===== src/rtl/alu_operand_regfile_if.sv =====
`default_nettype none
// ============================================================================
//  Module      : alu_operand_regfile_if
//  Description : Bundle of the operand register file bus. It holds the two
//                asynchronous read ports, the ALU result write port with its
//                flag capture strobe, the external/immediate load port, and
//                the registered status flags.
//                  master : the CPU control/ALU side. It drives addresses,
//                           write data and enables, and receives operands and
//                           flags.
//                  slave  : the register file itself.
//  Revision    : 1.0 - initial release
// ============================================================================
interface alu_operand_regfile_if #(
  parameter int DATA_W = 8,
  parameter int ADDR_W = 3
);

  // Operand read ports (combinational, zero latency)
  logic [ADDR_W-1:0] rd_addr_a;
  logic [DATA_W-1:0] rd_data_a;
  logic [ADDR_W-1:0] rd_addr_b;
  logic [DATA_W-1:0] rd_data_b;

  // ALU result write port
  logic              wr_en;
  logic [ADDR_W-1:0] wr_addr;
  logic [DATA_W-1:0] wr_data;

  // External / immediate load port
  logic              ld_en;
  logic [ADDR_W-1:0] ld_addr;
  logic [DATA_W-1:0] ld_data;

  // Status flag capture and outputs
  logic              flag_we;
  logic              carry_in;
  logic              flag_c;
  logic              flag_z;
  logic              flag_n;

  modport master (
    output rd_addr_a,
    input  rd_data_a,
    output rd_addr_b,
    input  rd_data_b,
    output wr_en,
    output wr_addr,
    output wr_data,
    output ld_en,
    output ld_addr,
    output ld_data,
    output flag_we,
    output carry_in,
    input  flag_c,
    input  flag_z,
    input  flag_n
  );

  modport slave (
    input  rd_addr_a,
    output rd_data_a,
    input  rd_addr_b,
    output rd_data_b,
    input  wr_en,
    input  wr_addr,
    input  wr_data,
    input  ld_en,
    input  ld_addr,
    input  ld_data,
    input  flag_we,
    input  carry_in,
    output flag_c,
    output flag_z,
    output flag_n
  );

endinterface
`default_nettype wire


===== src/rtl/alu_operand_regfile.sv =====
`default_nettype none
// ============================================================================
//  Module      : alu_operand_regfile
//  Description : Operand register file and status-flag register for the 8-bit
//                ALU datapath. Two combinational read ports feed the ALU
//                operands. The ALU result is written back through one write
//                port, and a second port loads external or immediate data.
//                The carry flag is captured from the ALU, and the zero and
//                negative flags are derived from the result.
//  Ports       : clk        - system clock, rising-edge active
//                rst_n      - asynchronous active-low reset
//                bus.slave  - read ports A/B, result write port, load port,
//                             flag capture strobe/carry input, flag outputs
//  Parameters  : DATA_W     - register / data width
//                ADDR_W     - register address width
//                NUM_REGS   - implemented registers (<= 2**ADDR_W)
//                DATA_W and ADDR_W must match the bound interface instance.
//  Revision    : 1.0 - initial release
// ============================================================================
module alu_operand_regfile #(
  parameter int DATA_W   = 8,
  parameter int ADDR_W   = 3,
  parameter int NUM_REGS = 8
) (
  input  wire logic             clk,
  input  wire logic             rst_n,
  alu_operand_regfile_if.slave  bus
);

  // --------------------------------------------------------------------------
  // Storage
  // --------------------------------------------------------------------------
  logic [DATA_W-1:0] reg_q [NUM_REGS];
  logic [DATA_W-1:0] reg_d [NUM_REGS];

  logic              flag_c_q;
  logic              flag_z_q;
  logic              flag_n_q;
  logic              flag_c_d;
  logic              flag_z_d;
  logic              flag_n_d;

  // One-hot write selects per port. An address at or above NUM_REGS matches
  // no register, so the write is ignored and has no side effects.
  logic [NUM_REGS-1:0] wr_sel;
  logic [NUM_REGS-1:0] ld_sel;

  logic [DATA_W-1:0] rd_data_a_w;
  logic [DATA_W-1:0] rd_data_b_w;

  // --------------------------------------------------------------------------
  // Write address decode
  // --------------------------------------------------------------------------
  for (genvar gi = 0; gi < NUM_REGS; gi++) begin : g_dec
    assign wr_sel[gi] = bus.wr_en && (bus.wr_addr == ADDR_W'(gi));
    assign ld_sel[gi] = bus.ld_en && (bus.ld_addr == ADDR_W'(gi));
  end

  // --------------------------------------------------------------------------
  // Register next state. The load port takes priority over the result port
  // when both target the same register.
  // --------------------------------------------------------------------------
  always_comb begin
    for (int i = 0; i < NUM_REGS; i++) begin
      reg_d[i] = reg_q[i];
      if (ld_sel[i]) begin
        reg_d[i] = bus.ld_data;
      end else if (wr_sel[i]) begin
        reg_d[i] = bus.wr_data;
      end
    end
  end

  always_ff @(posedge clk or negedge rst_n) begin
    if (!rst_n) begin
      for (int i = 0; i < NUM_REGS; i++) begin
        reg_q[i] <= '0;
      end
    end else begin
      for (int i = 0; i < NUM_REGS; i++) begin
        reg_q[i] <= reg_d[i];
      end
    end
  end

  // --------------------------------------------------------------------------
  // Status flags. These are taken from wr_data whether or not wr_en is set,
  // so that compare-style operations update the flags without a writeback.
  // --------------------------------------------------------------------------
  always_comb begin
    flag_c_d = flag_c_q;
    flag_z_d = flag_z_q;
    flag_n_d = flag_n_q;
    if (bus.flag_we) begin
      flag_c_d = bus.carry_in;
      flag_z_d = (bus.wr_data == '0);
      flag_n_d = bus.wr_data[DATA_W-1];
    end
  end

  always_ff @(posedge clk or negedge rst_n) begin
    if (!rst_n) begin
      flag_c_q <= 1'b0;
      flag_z_q <= 1'b0;
      flag_n_q <= 1'b0;
    end else begin
      flag_c_q <= flag_c_d;
      flag_z_q <= flag_z_d;
      flag_n_q <= flag_n_d;
    end
  end

  // --------------------------------------------------------------------------
  // Read ports. These read only the stored contents and have no bypass from
  // the write ports. A bypass would close a combinational loop through the
  // ALU (rd_data -> ALU -> wr_data). An out-of-range address reads 0.
  // --------------------------------------------------------------------------
  always_comb begin
    rd_data_a_w = '0;
    rd_data_b_w = '0;
    for (int i = 0; i < NUM_REGS; i++) begin
      if (bus.rd_addr_a == ADDR_W'(i)) begin
        rd_data_a_w = reg_q[i];
      end
      if (bus.rd_addr_b == ADDR_W'(i)) begin
        rd_data_b_w = reg_q[i];
      end
    end
  end

  assign bus.rd_data_a = rd_data_a_w;
  assign bus.rd_data_b = rd_data_b_w;
  assign bus.flag_c    = flag_c_q;
  assign bus.flag_z    = flag_z_q;
  assign bus.flag_n    = flag_n_q;

endmodule
`default_nettype wire


===== src/flat_wrapper.sv =====
// flat-port wrapper written by rule: the top's interface ports become plain ports
module alu_operand_regfile_flat 
#(
  parameter int DATA_W   = 8,
  parameter int ADDR_W   = 3,
  parameter int NUM_REGS = 8
)
  (clk, rst_n, bus_rd_addr_a, bus_rd_data_a, bus_rd_addr_b, bus_rd_data_b, bus_wr_en, bus_wr_addr, bus_wr_data, bus_ld_en, bus_ld_addr, bus_ld_data, bus_flag_we, bus_carry_in, bus_flag_c, bus_flag_z, bus_flag_n);
  alu_operand_regfile_if #(.DATA_W(DATA_W), .ADDR_W(ADDR_W)) bus_i ();
  input  wire logic clk;
  input  wire logic rst_n;
  input wire logic [$bits(bus_i.rd_addr_a)-1:0] bus_rd_addr_a;
  output wire logic [$bits(bus_i.rd_data_a)-1:0] bus_rd_data_a;
  input wire logic [$bits(bus_i.rd_addr_b)-1:0] bus_rd_addr_b;
  output wire logic [$bits(bus_i.rd_data_b)-1:0] bus_rd_data_b;
  input wire logic [$bits(bus_i.wr_en)-1:0] bus_wr_en;
  input wire logic [$bits(bus_i.wr_addr)-1:0] bus_wr_addr;
  input wire logic [$bits(bus_i.wr_data)-1:0] bus_wr_data;
  input wire logic [$bits(bus_i.ld_en)-1:0] bus_ld_en;
  input wire logic [$bits(bus_i.ld_addr)-1:0] bus_ld_addr;
  input wire logic [$bits(bus_i.ld_data)-1:0] bus_ld_data;
  input wire logic [$bits(bus_i.flag_we)-1:0] bus_flag_we;
  input wire logic [$bits(bus_i.carry_in)-1:0] bus_carry_in;
  output wire logic [$bits(bus_i.flag_c)-1:0] bus_flag_c;
  output wire logic [$bits(bus_i.flag_z)-1:0] bus_flag_z;
  output wire logic [$bits(bus_i.flag_n)-1:0] bus_flag_n;
  assign bus_i.rd_addr_a = bus_rd_addr_a;
  assign bus_rd_data_a = bus_i.rd_data_a;
  assign bus_i.rd_addr_b = bus_rd_addr_b;
  assign bus_rd_data_b = bus_i.rd_data_b;
  assign bus_i.wr_en = bus_wr_en;
  assign bus_i.wr_addr = bus_wr_addr;
  assign bus_i.wr_data = bus_wr_data;
  assign bus_i.ld_en = bus_ld_en;
  assign bus_i.ld_addr = bus_ld_addr;
  assign bus_i.ld_data = bus_ld_data;
  assign bus_i.flag_we = bus_flag_we;
  assign bus_i.carry_in = bus_carry_in;
  assign bus_flag_c = bus_i.flag_c;
  assign bus_flag_z = bus_i.flag_z;
  assign bus_flag_n = bus_i.flag_n;
  alu_operand_regfile #(.DATA_W(DATA_W), .ADDR_W(ADDR_W), .NUM_REGS(NUM_REGS)) u_core (.clk(clk), .rst_n(rst_n), .bus(bus_i));
endmodule

===== config.mk =====
export PLATFORM = sky130hd
export DESIGN_NAME = alu_operand_regfile_flat
export DESIGN_NICKNAME = d
export VERILOG_FILES = /design/src/rtl/alu_operand_regfile_if.sv /design/src/rtl/alu_operand_regfile.sv /design/src/flat_wrapper.sv
export SDC_FILE = /design/constraint.sdc
export NUM_CORES = 1
export LEC_CHECK = 0
export CORE_ASPECT_RATIO = 0.9
export CORE_UTILIZATION = 40
export CTS_CLUSTER_DIAMETER = 50
export DETAILED_ROUTE_END_ITERATION = 10
export PLACE_DENSITY = 0.71
export SYNTH_ARGS = -nofsm -noshare
export SYNTH_HDL_FRONTEND = slang
export SYNTH_SLANG_ARGS = --single-unit

===== constraint.sdc =====
create_clock -name clk -period 2.8 [get_ports clk]
set_input_delay 0.28 -clock clk [delete_from_list [all_inputs] [get_ports clk]]
set_output_delay 0.28 -clock clk [all_outputs]
set_load 0.01 [all_outputs]

==> summary.txt <==
Outcome
  • Status: complete, no violations

Drt
  • Avg WL per Cell: 22.10 um
  • Max layer used: met4
  • Final WL: 13550 um
  • Routed wl met3: 1298 um
  • DR DRC count: 0
  • DR vias: 3771
  • Via density: 6.152
  • Met1 Routed Length: 5799 um
  • DRT antenna net count: 0
  • Met2 WL post-DR: 6243 um
  • Drt first pass iters: 7
  • Starting DRT DRC Count: 331

Synth
  • Synth top cells by count: mux2i_1, dfrtp_1, nand2_1, a21oi_1, nor2_1
  • Post-Syn Instances: 445
  • Largest cells by area after synthesis: dfrtp_1, mux2i_1, mux4_2
  • Mean Syn Cell Area: 9.903 sq um
  • Biggest area consumer among synthesized cells: dfrtp_1
  • Async SR Flop Fraction: 100.0%
  • Post-synth cell types: 35
  • Cell with the most instances after synthesis: mux2i_1
  • Post-synth EDFFs: 0
  • Syn Nets: 479
  • Ys Warns: 0
  • Flops & latches, synth: 67
  • Ys flop type: dfrtp_1
  • Synthesized area: 0.004407 sq mm
  • Sequential fraction of the synthesis area: 38.05%
  • Post-synth top area share: 38.05%

Timing
  • Crit share post-route: 94.82%
  • Fin. max-slew vios: 0
  • FMAX: 0.3767 GHz
  • Final Setup Violations: 0
  • Setup TNS: 0 ns
  • Worst-Margin Slew: 0.6116 ns
  • Final hold vios: 0
  • RSZ-0062 raised after global routing: false
  • Clk_skew: 0 ns
  • Tmin final: 2.655 ns
  • Worst relative slew slack: 59.07%

GRT
  • Global-route wire length before repair: 21380 um
  • Largest net degree at the start of global routing: 68
  • Gr ovfl total: 0
  • Initial antenna violation count: 0
  • Vias in the first global route: 3729
  • Total Routing Usage GR: 25.13%

Clock tree
  • Post-CTS setup repair buffer count: 0
  • Clk Latency, worst-skew pair: 0.32 ns
  • Root Driver: clkbuf_16
  • Clk buf depth: 2
  • H-Tree Depth: 3
  • Cts bufs inserted: 9
  • TritonCTS clock tree: yes
  • Clock sinks: 67
  • CTS clk-pin slew, worst paths: 0.06 ns

Placement
  • # port buffers: 52
  • Gpl congestion: 0.8689
  • Placed cells: 596
  • Post-DP HPWL: 9018 um

Power
  • Combinational power share: 24.9%
  • VDD IR max: 0.3194 mV
  • Reg power frac: 38.6%
  • Pwr Density: 665.4 mW/mm^2
  • Switching fraction of total power: 29.32%
  • Cell leakage power: 2.299 nW
  • Internal cell power: 2.527 mW
  • P_sw: 1.048 mW
  • Clock Power Share: 36.5%

Finish
  • Share of cells above drive strength 1: 12.60%
  • Layout Cells excl Fill: 613
  • # diodes: 0
  • Area Overhead vs Synth: 21.92%
  • Layout filler cell count: 938
  • Nets@finish: 513

Floorplan
  • Core ar.: 0.01047 sq mm
  • Die X: 112.6 um
  • Die height: 101.6 um
  • Core Rows: 35
  • Die area: 0.01144 sq mm
  • Initial Utilization: 42.10%
  • I/O pin cnt: 53

Min path
  • Hold Path Class: in -> async

Worst setup path
  • R2R setup slack: 1.98 ns
  • Worst path max stage delay: 0.64 ns
  • CP max FO: 15
  • Arr. time, crit path: 2.37 ns
  • Worst Path Required: 2.52 ns
  • Crit Path Class: in -> out
  • Startpoint Class: primary input
  • Crit path capture type: primary output
  • Crit-path most repeated cell: clkdlybuf4s50_1
  • CP Cell Sequence: clkdlybuf4s50_1 -> buf_4 -> and3_1 -> a22o_1 -> clkdlybuf4s50_1
  • Family with the most delay on the worst path: buffers and inverters
  • Slowest CP cell: clkdlybuf4s50_1
  • CP bufs+invs: 3

Flow run
  • Max Cap Violations: 0
-- timing repair --
item,CTS,global route
resized for setup,0,1
setup endpoints to repair,0,2
hold endpoints to repair,67,0
hold buffers,1,0
-- stage by stage --
stage	setup slack, ns	power [mW]	utilization [%]	area, sq um	hold slack (ns)
global route	0.09390	3.739	51.33	5373	0.5636
global placement	0.2154	2.231	47.95	5019	0.3296
CTS	0.1420	3.585	51.31	5370	0.5145
finish	0.1451	3.575	51.33	5373	0.4905
detailed placement	0.1584	2.268	47.95	5019	0.3327
floorplan	1.247	1.887	-	4407	-0.01559
-- layout make-up --
cell class | count | area (sq um) | share of cell area, %
inverter | 2 | 7.507 | 0.1397
tap | 129 | 161.4 | 3.004
timing repair buffer | 72 | 705.7 | 13.13
clock buffer | 9 | 225.2 | 4.192
sequential | 67 | 1677 | 31.21
clock inverter | 7 | 116.4 | 2.166
multi-input combinational | 327 | 2480 | 46.16
-- placed cells by master, fill, tap and decap left out, drive strengths merged, types with 9 or more instances in the layout --
master | Yosys | routed
buf | 30 | 20
dfrtp | 67 | 67
clkdlybuf4s50 | 0 | 51
o21ai | 33 | 33
mux4 | 14 | 14
clkbuf | 19 | 9
a21oi | 40 | 40
nor2 | 37 | 37
nand2 | 49 | 49
mux2i | 89 | 89
-- cell families after synthesis --
kind of cell	after synthesis	synth area share (%)
mux	106	28.31
compound gates	102	13.77
simple gates	119	14.14
buf+inv	51	5.736
flops	67	38.05
-- tightest hold or removal path, cell delays in order --
cell and delay (ns):
dlygate4sd3_1 0.51, buf_2 0.12, buf_12 0.31
-- flip-flops by register name, summed over array words and instances, names as in the netlist --
signal,flops
u_core.bus.flag_c,1
u_core.reg_q,64
u_core.bus.flag_z,1
u_core.bus.flag_n,1
-- per-layer routing --
metal	global-route usage (%)	vias up
li1	-	1684
met1	34.57	1854
met2	39.89	216
met3	5.745	17
met4	7.179	0
met5	0	-
-- power by group through the flow --
| stage | combinational (mW) | clock [mW] | sequential [mW] |
|---|---|---|---|
| final | 0.891 | 1.30 | 1.38 |
| after CTS | 0.890 | 1.32 | 1.37 |
| after detailed placement | 0.879 | 0 | 1.39 |
| after global routing | 0.973 | 1.36 | 1.40 |
| after global placement | 0.855 | 0 | 1.38 |
| after floorplan | 0.579 | 0 | 1.31 |
-- worst paths after layout --
| kind | from | to | cells past startpoint |
|---|---|---|---|
| max in group asynchronous | rst_n | u_core.reg_q[61]$_DFFE_PN0P_ | 3 |
| hold reg to reg | u_core.bus.flag_n$_DFFE_PN0P_ | u_core.bus.flag_n$_DFFE_PN0P_ | 1 |
| setup / recovery | bus_rd_addr_b[0] | bus_rd_data_b[5] | 5 |
| setup reg to reg | u_core.reg_q[26]$_DFFE_PN0P_ | u_core.reg_q[26]$_DFFE_PN0P_ | 2 |
| min in group clk | u_core.bus.flag_n$_DFFE_PN0P_ | u_core.bus.flag_n$_DFFE_PN0P_ | 1 |
| hold / removal | rst_n | u_core.reg_q[39]$_DFFE_PN0P_ | 3 |
No activity file was read; power rests on OpenSTA's default activity.
